==> src/rtl/board_draw_pkg.sv <==
// Shared types and default geometry for the board draw sequencer.
package board_draw_pkg;

    localparam int GRID_N_DEF       = 4;
    localparam int TILE_PX_DEF      = 30;
    localparam int ORIGIN_X_DEF     = 20;
    localparam int ORIGIN_Y_DEF     = 0;
    localparam int DIGIT_CYCLES_DEF = 111;

    localparam logic [3:0] BLANK_TILE = 4'd0;

    typedef enum logic [2:0] {
        IDLE,
        FETCH,
        LATCH,
        CLEAR,
        DRAW,
        NEXT,
        DONE
    } state_e;

endpackage

==> src/rtl/board_draw_ctrl_tile_coord_counter.sv <==
// Row-major tile walker: tile index plus pixel origin, stepped by adders only.
module tile_coord_counter #(
    parameter int GRID_N   = 4,
    parameter int TILE_PX  = 30,
    parameter int ORIGIN_X = 20,
    parameter int ORIGIN_Y = 0,
    localparam int IDX_W   = $clog2(GRID_N * GRID_N),
    localparam int CW      = $clog2(GRID_N)
) (
    input  logic             clk,
    input  logic             resetn,
    input  logic             clear_i,
    input  logic             advance_i,
    output logic [IDX_W-1:0] idx_o,
    output logic [7:0]       x_base_o,
    output logic [6:0]       y_base_o,
    output logic             last_tile_o
);

    logic [IDX_W-1:0] idx_q;
    logic [CW-1:0]    row_q, col_q;
    logic [7:0]       x_q;
    logic [6:0]       y_q;

    always_ff @(posedge clk or negedge resetn) begin
        if (!resetn) begin
            idx_q <= '0;
            row_q <= '0;
            col_q <= '0;
            x_q   <= 8'(ORIGIN_X);
            y_q   <= 7'(ORIGIN_Y);
        end else if (clear_i) begin
            idx_q <= '0;
            row_q <= '0;
            col_q <= '0;
            x_q   <= 8'(ORIGIN_X);
            y_q   <= 7'(ORIGIN_Y);
        end else if (advance_i) begin
            idx_q <= idx_q + 1'b1;
            // Column wrap drops back to the left edge and steps one row down.
            if (col_q == CW'(GRID_N - 1)) begin
                col_q <= '0;
                row_q <= row_q + 1'b1;
                x_q   <= 8'(ORIGIN_X);
                y_q   <= y_q + 7'(TILE_PX);
            end else begin
                col_q <= col_q + 1'b1;
                x_q   <= x_q + 8'(TILE_PX);
            end
        end
    end

    assign idx_o       = idx_q;
    assign x_base_o    = x_q;
    assign y_base_o    = y_q;
    assign last_tile_o = (row_q == CW'(GRID_N - 1)) && (col_q == CW'(GRID_N - 1));

endmodule

==> src/rtl/board_draw_ctrl.sv <==
// Board redraw sequencer: fetches each tile and runs one digit drawer pass per non-blank tile.
// Define BOARD_AUTO_REFRESH_EN to restart a pass automatically after every DONE.
module board_draw_ctrl
    import board_draw_pkg::*;
#(
    parameter int GRID_N       = GRID_N_DEF,
    parameter int TILE_PX      = TILE_PX_DEF,
    parameter int ORIGIN_X     = ORIGIN_X_DEF,
    parameter int ORIGIN_Y     = ORIGIN_Y_DEF,
    parameter int DIGIT_CYCLES = DIGIT_CYCLES_DEF,
    localparam int IDX_W       = $clog2(GRID_N * GRID_N)
) (
    input  logic             clk,
    input  logic             resetn,
    input  logic             start,
    output logic [IDX_W-1:0] rd_addr,
    input  logic [3:0]       rd_data,
    output logic [7:0]       x_base,
    output logic [6:0]       y_base,
    output logic [3:0]       digit_sel,
    output logic             drawer_enable,
    output logic             drawer_resetn,
    output logic             plot,
    output logic             busy,
    output logic             done
);

    localparam int CNT_W = $clog2(DIGIT_CYCLES);

    state_e           state_q;
    logic [CNT_W-1:0] cnt_q;
    logic [3:0]       digit_q;
    logic             en_q, plot_q, busy_q, done_q, clr_q;
    logic             last_tile, go;

`ifdef BOARD_AUTO_REFRESH_EN
    assign go = 1'b1 | start;
`else
    assign go = start;
`endif

    tile_coord_counter #(
        .GRID_N   (GRID_N),
        .TILE_PX  (TILE_PX),
        .ORIGIN_X (ORIGIN_X),
        .ORIGIN_Y (ORIGIN_Y)
    ) u_coord (
        .clk         (clk),
        .resetn      (resetn),
        .clear_i     (state_q == DONE),
        .advance_i   ((state_q == NEXT) && !last_tile),
        .idx_o       (rd_addr),
        .x_base_o    (x_base),
        .y_base_o    (y_base),
        .last_tile_o (last_tile)
    );

    // Outputs are set on the transition into their state so they track it exactly.
    always_ff @(posedge clk or negedge resetn) begin
        if (!resetn) begin
            state_q <= IDLE;
            cnt_q   <= '0;
            digit_q <= BLANK_TILE;
            en_q    <= 1'b0;
            plot_q  <= 1'b0;
            busy_q  <= 1'b0;
            done_q  <= 1'b0;
            clr_q   <= 1'b0;
        end else begin
            done_q <= 1'b0;
            clr_q  <= 1'b0;
            case (state_q)
                IDLE: if (go) begin
                    state_q <= FETCH;
                    busy_q  <= 1'b1;
                end
                FETCH: state_q <= LATCH;
                LATCH: begin
                    digit_q <= rd_data;
                    if (rd_data == BLANK_TILE) begin
                        state_q <= NEXT;
                    end else begin
                        state_q <= CLEAR;
                        clr_q   <= 1'b1;
                    end
                end
                CLEAR: begin
                    state_q <= DRAW;
                    en_q    <= 1'b1;
                    plot_q  <= 1'b1;
                    cnt_q   <= '0;
                end
                DRAW: begin
                    if (cnt_q == CNT_W'(DIGIT_CYCLES - 1)) begin
                        state_q <= NEXT;
                        en_q    <= 1'b0;
                        plot_q  <= 1'b0;
                    end else begin
                        cnt_q <= cnt_q + 1'b1;
                    end
                end
                NEXT: begin
                    if (last_tile) begin
                        state_q <= DONE;
                        done_q  <= 1'b1;
                    end else begin
                        state_q <= FETCH;
                    end
                end
                DONE: begin
                    state_q <= IDLE;
                    busy_q  <= 1'b0;
                end
                default: state_q <= IDLE;
            endcase
        end
    end

    assign digit_sel     = digit_q;
    assign drawer_enable = en_q;
    assign plot          = plot_q;
    assign busy          = busy_q;
    assign done          = done_q;
    // Drawers see a clear both during system reset and for the single CLEAR cycle.
    assign drawer_resetn = resetn & ~clr_q;

endmodule

==> config.mk <==
export PLATFORM = sky130hd
export DESIGN_NAME = board_draw_ctrl
export DESIGN_NICKNAME = d
export VERILOG_FILES = /design/src/rtl/board_draw_pkg.sv /design/src/rtl/board_draw_ctrl_tile_coord_counter.sv /design/src/rtl/board_draw_ctrl.sv
export SDC_FILE = /design/constraint.sdc
export NUM_CORES = 1
export LEC_CHECK = 0
export BUFFER_PORTS_ARGS = -buffer_cell sky130_fd_sc_hd__buf_2
export CAP_MARGIN = 20
export CORE_ASPECT_RATIO = 0.9
export CORE_MARGIN = 2
export CORE_UTILIZATION = 59
export CTS_CLUSTER_SIZE = 30
export DETAILED_ROUTE_END_ITERATION = 8
export GPL_TIMING_DRIVEN = 0
export PLACE_DENSITY = 0.95
export SYNTH_ARGS = -nofsm -noshare
export SYNTH_HDL_FRONTEND = slang
export SYNTH_HIERARCHICAL = 1
export SYNTH_SLANG_ARGS = --single-unit
==> constraint.sdc <==
create_clock -name clk -period 3.3 [get_ports clk]
set_input_delay 0.165 -clock clk [delete_from_list [all_inputs] [get_ports clk]]
set_output_delay 0.165 -clock clk [all_outputs]
set_load 0.01 [all_outputs]
; Word level (Yosys, flattened, before mapping)
; Cells that the tools add are included.
[totals]
reg_bits = 41
input_bits = 7
out_inout_bits = 28
wordCells = 75
[classes]
n_addsub = 6
n_eq_ne = 12
n_mux = 29
bitwise = 2
n_reduce_logical = 14
[op_table]
columns = op, n
row1 = $mux 7, 4
row2 = $mux 8, 3
row3 = $pmux 3 s6, 1
row4 = $pmux 7 s2, 1
row5 = $mux 2, 6
row6 = $mux 3, 4
row7 = $reduce_and 2->1, 5
row8 = $eq 3x3->1 const B, 3
row9 = $add 8x5->8 const B, 1
row10 = $mux 4, 2
row11 = $reduce_bool 2->1, 4
row12 = $add 7x1->7 const B, 1
row13 = $add 7x5->7 const B, 1
row14 = $eq 7x7->1 const B, 1
row15 = $eq 3x2->1 const B, 2
row16 = $mux 1, 6
row17 = $ne 2x2->1 const B, 3
row18 = $add 2x1->2 const B, 2
row19 = $add 4x1->4 const B, 1
row20 = $eq 2x2->1 const B, 2
row21 = $logic_not 4->1, 1
row22 = $pmux 1 s2, 2
row23 = $eq 3x1->1 const B, 1
row24 = $logic_not 3->1, 1
row25 = other kinds (4), 5

; Logic depth before layout (Yosys ltp)
[logic_depth]
word_depth = 6
depth_mapped = 10
mapped_depth_nobuf = 7

; By module
; The synthesis kept the hierarchy.
[modules_own_cells]
columns = module, instances, cells_each, area_per_inst_um2, seq_area_each_um2
row1 = tile_coord_counter, 1, 108, 1067.3, 528.0
row2 = board_draw_ctrl, 1, 90, 964.7, 450.4

; Worst setup path after synthesis
; No wires, ideal clock.
[synth_path]
kind = reg-to-reg
start = register u_coord.col_q[0]
end = register u_coord.x_q[7], in the netlist u_coord/x_base_o[7]
setup_time_ns = 0.078
arrival_ns = 1.991
required_ns = 3.222
slack_ns = 1.231
stages_incl_launch_ff = 10
path_buffers = 2
synth_period_minus_slack_ns = 2.069
cell_sequence = dfrtp_1 -> ha_1 -> buf_2 -> and2_1 -> nor2b_1 -> nor2b_1 -> buf_4 -> nor2_2 -> or4_1 -> a21oi_1
[synth_between]
elab_chain_cells = 5
elab_cells_between_ends = 8
cone_classes = eq/ne (1) / mux (3) / reduce/logical (4)
[synth_rtl]
columns = element, line_no
row1 = from (decl), board_draw_ctrl_tile_coord_counter.sv:21  ; logic [CW-1:0] row_q, col_q;
row2 = from (signal assigned), board_draw_ctrl_tile_coord_counter.sv:47  ; col_q <= col_q + 1'b1;
row3 = $eq 2x2->1, board_draw_ctrl_tile_coord_counter.sv:56  ; assign last_tile_o = (row_q == CW'(GRID_N - 1)) && (col_q == CW'(GRID_N - 1));
row4 = $logic_and 1x1->1, board_draw_ctrl_tile_coord_counter.sv:56
row5 = named net last_tile, board_draw_ctrl.sv:34  ; logic last_tile, go;
row6 = $logic_not 1->1, board_draw_ctrl.sv:51  ; .advance_i ((state_q == NEXT) && !last_tile),
row7 = $logic_and 1x1->1, board_draw_ctrl.sv:51
row8 = $reduce_bool 2->1 (no source line), -
row9 = to (signal assigned), board_draw_ctrl_tile_coord_counter.sv:36  ; x_q <= 8'(ORIGIN_X);
row10 = to (signal assigned), board_draw_ctrl_tile_coord_counter.sv:44  ; x_q <= 8'(ORIGIN_X);
row11 = to (signal assigned), board_draw_ctrl_tile_coord_counter.sv:48  ; x_q <= x_q + 8'(TILE_PX);
row12 = to (decl), board_draw_ctrl_tile_coord_counter.sv:22  ; logic [7:0] x_q;
; The timed path passes the listed nets, and every way through them passes these cells. The select of a mux whose other input is x is not followed.
; A chain may end at the register's enable or synchronous reset.

; Worst setup path in the final report
[layout_path]
start = register u_coord.col_q[0]
end = register u_coord.y_q[5], in the netlist u_coord/y_base_o[5]
[layout_between]
elab_chain_cells = 6
elab_cells_between_ends = 7
cone_classes = eq/ne (1) / reduce/logical (6)
[layout_rtl]
columns = element, line_no
row1 = $eq 2x2->1, board_draw_ctrl_tile_coord_counter.sv:56
row2 = $logic_and 1x1->1, board_draw_ctrl_tile_coord_counter.sv:56
row3 = named net last_tile, board_draw_ctrl.sv:34
row4 = $logic_not 1->1, board_draw_ctrl.sv:51
row5 = $logic_and 1x1->1, board_draw_ctrl.sv:51
row6 = $reduce_bool 2->1 (no source line), -
row7 = $reduce_and 2->1 (no source line), -
row8 = to (signal assigned), board_draw_ctrl_tile_coord_counter.sv:31  ; y_q <= 7'(ORIGIN_Y);
row9 = to (signal assigned), board_draw_ctrl_tile_coord_counter.sv:37  ; y_q <= 7'(ORIGIN_Y);
row10 = to (signal assigned), board_draw_ctrl_tile_coord_counter.sv:45  ; y_q <= y_q + 7'(TILE_PX);
row11 = to (decl), board_draw_ctrl_tile_coord_counter.sv:23  ; logic [6:0] y_q;
; The timed path passes the listed nets, and every way through them passes these cells.

==> reports/metrics.cfg <==
[grt]
antenna_found_initial=0
grt_max_degree=41
grt_first_pass_wirelength_um=6910
grt_pass1_vias=1522
overflow=0
track_usage=0.236

[place]
hpwl_um=2940
place_area_um2=2250
gp_congestion=0.893
port_buffers=32
preCtsSetupSlack_ns=0.947

[status]
status=complete, no violations

[logic_synthesis]
synth_seq_area_share=0.482
synth_top_family_by_area=simple AND/OR/NAND/NOR gates
yosys.area.top_type=dfrtp_1
syn_inst=198
netlist_top_cells_count=37 x dfrtp_1, 18 x a21oi_1, 17 x nor2_1, 10 x o21ai_0
postSynth.asyncResetShare=1.00
synth-simple-area-share=0.193
synthTopCellsByArea=dfrtp_1 46%, a21oi_1 4.4%, ha_1 4.3%, mux2_2 3.9%, nor2_1 3.1%
synthDistinctLibCells=44
synth_edf_count=0
synth-xor-area-share=0.0302
yosys.area.top_type_share=0.456
synth-compound-area-share=0.155
synth_fa_ha_area_frac=0.0431
yosysMostFrequentCell=dfrtp_1
synthMuxAreaShare=0.0486
synth.avg_cell_area_um2=10.3
synthesis.area_um2=2030
yosysWarningCount=6
ys.flop_type=dfrtp_1
ys_seq_elements=39

[cts]
cts_buffers=5
clk_path_buf_depth=2
htreeDepth=2
clock_latency_ns=0.29
clk_pin_slew_ns=0.07
cts_tree=done
cts_root_buf=clkbuf_8
postCtsSetupBuffers=0
clock_sinks=39

[sta]
timing.fmax_ghz=0.421
min_period_ns=2.37
setup_viol=0
fin_crit_sh=0.720
slew_viol_final=0
final.setup.tns_ns=0
rsz0062_at_grt=false
final-hold-violation-count=0
fin_ws_ns=0.925
timing_worst_slew_pin_value_ns=0.831
maxSlewHeadroom=0.446
fin_worst_skew_ns=0.00211

[routing]
drt-initial-drc-count=118
ant_nets=0
via_per_inst=5.79
drt-total-wl_um=4070
route.detailed.drc=0
route.vias.total=1645
wl_per_cell_um=14.3
firstDrtPassIters=5

[die]
die_w_um=65.9
ios=35
start_util=0.611
die_h_um=59.7
coreArea_um2=3330
design.die.area_um2=3930
rows=20

[power_and_ir_drop]
swShare=0.402
irDropWorstVdd_mv=0.481
power_density_nw_per_um2=808
power_frac_comb=0.418
seqPwrFrac=0.420
clkPwrFrac=0.163
power.leakage_uw=0.00113
intPower_uw=1130
net-switching-power_uw=761

[finish]
antennaDiodeCount=0
area_growth_pct=15.3
final_net_count=253
drive_above_1_share=0.275
final_area_um2=2340

[critical_path]
worstPathRequired_ns=3.48
critical_path_class=reg2reg
endpoint_kind=register
cp-start-kind=register
arrival_ns=2.55
rr_worst_depth=9
critPathMaxFanout=9

[hold_path]
hold_depth=2
hold_class=in2reg

[run]
maxCapViolations=0

-- power groups by stage --
stage / Combinational (µW) / Sequential, µW / Clock [µW]
floorplan: 506 / 820 / 0
global placement: 751 / 790 / 0
detailed placement: 788 / 800 / 0
CTS: 793 / 793 / 313
global route: 887 / 818 / 335
finish: 790 / 794 / 307
-- flip-flops by register name (all words and copies together), names as in the netlist, 2 cells and up --
register,cells
digit_sel,4
u_coord/x_base_o,7
cnt_q,7
state_q,3
u_coord/y_base_o,6
u_coord/idx_o,4
u_coord/row_q,2
u_coord/col_q,2
-- kinds of logic after synthesis --
| kind of cell | count (synthesis) |
|---|---|
| buffers and inverters | 19 |
| flip-flops | 39 |
| XOR/XNOR | 7 |
| AND/OR/NAND/NOR | 68 |
| multiplexers | 9 |
| other | 1 |
| adder cells (fa/ha/maj) | 7 |
| AO/OA/AOI/OAI | 48 |
-- metal layers --
metal / GRT usage / part of all wire
met4: 0.107 / 0.023
met5: 0 / 0
met2: 0.355 / 0.47
met3: 0.0621 / 0.052
met1: 0.324 / 0.45
-- final timing paths --
path / from / endpoint / slack (ns)
setup / recovery: u_coord/col_q[0] / u_coord/y_base_o[5] / 0.93
setup reg to reg: u_coord/col_q[0] / u_coord/y_base_o[5] / 0.93
hold / removal: rd_data[3] / digit_sel[3] / 0.12
max in group asynchronous: resetn / u_coord/y_base_o[1] / 2.24
hold reg to reg: digit_sel[2] / digit_sel[2] / 0.51
min in group asynchronous: resetn / done / 0.53
-- what timing repair did --
item,in CTS,in global routing
gates resized for setup,0,0
hold buffers,1,0
hold endpoints to repair,37,0
-- final cells by class --
type                    count  area [µm²]
plain buffers              11        66.3
clock inverters             1        5.00
inverters                   8        30.0
clock buffers               7        76.3
repair buffers             33         170
fillers                   262         986
well taps                  44        55.1
flip-flops and latches     39         978
multi-input cells         141         961
-- through the flow --
step	utilization	instances	power (µW)	hold WS [ns]
2_1_floorplan	-	199	1330	-0.131
3_3_place_gp	0.676	275	1540	0.313
3_5_place_dp	0.676	275	1590	0.315
4_1_cts	0.704	284	1900	0.119
5_1_grt	0.704	284	2040	0.118
6_report	0.704	284	1890	0.120
-- worst max-delay path: stages (launching register included) --
cell     delay [ns]
dfrtp_1        0.39
ha_1           0.20
buf_2          0.16
and2_1         0.18
nor2b_1        0.15
nor2b_1        0.20
buf_4          0.20
nand2_1        0.20
a21oi_1        0.22
mux2_2         0.35
-- layout by cell type, fill, tap and decap left out, types with 5 or more instances in the layout --
cell type	instances
xor2_1	5
nor2_1	17
o21ai_0	10
nor3_1	5
buf_4	5
clkbuf_8	5
a21oi_1	18
nor2b_1	5
or3_1	6
mux2_2	7
ha_1	7
dfrtp_1	37
inv_1	8
buf_2	37
nand2_1	8
(Power assumes the default switching activity.)
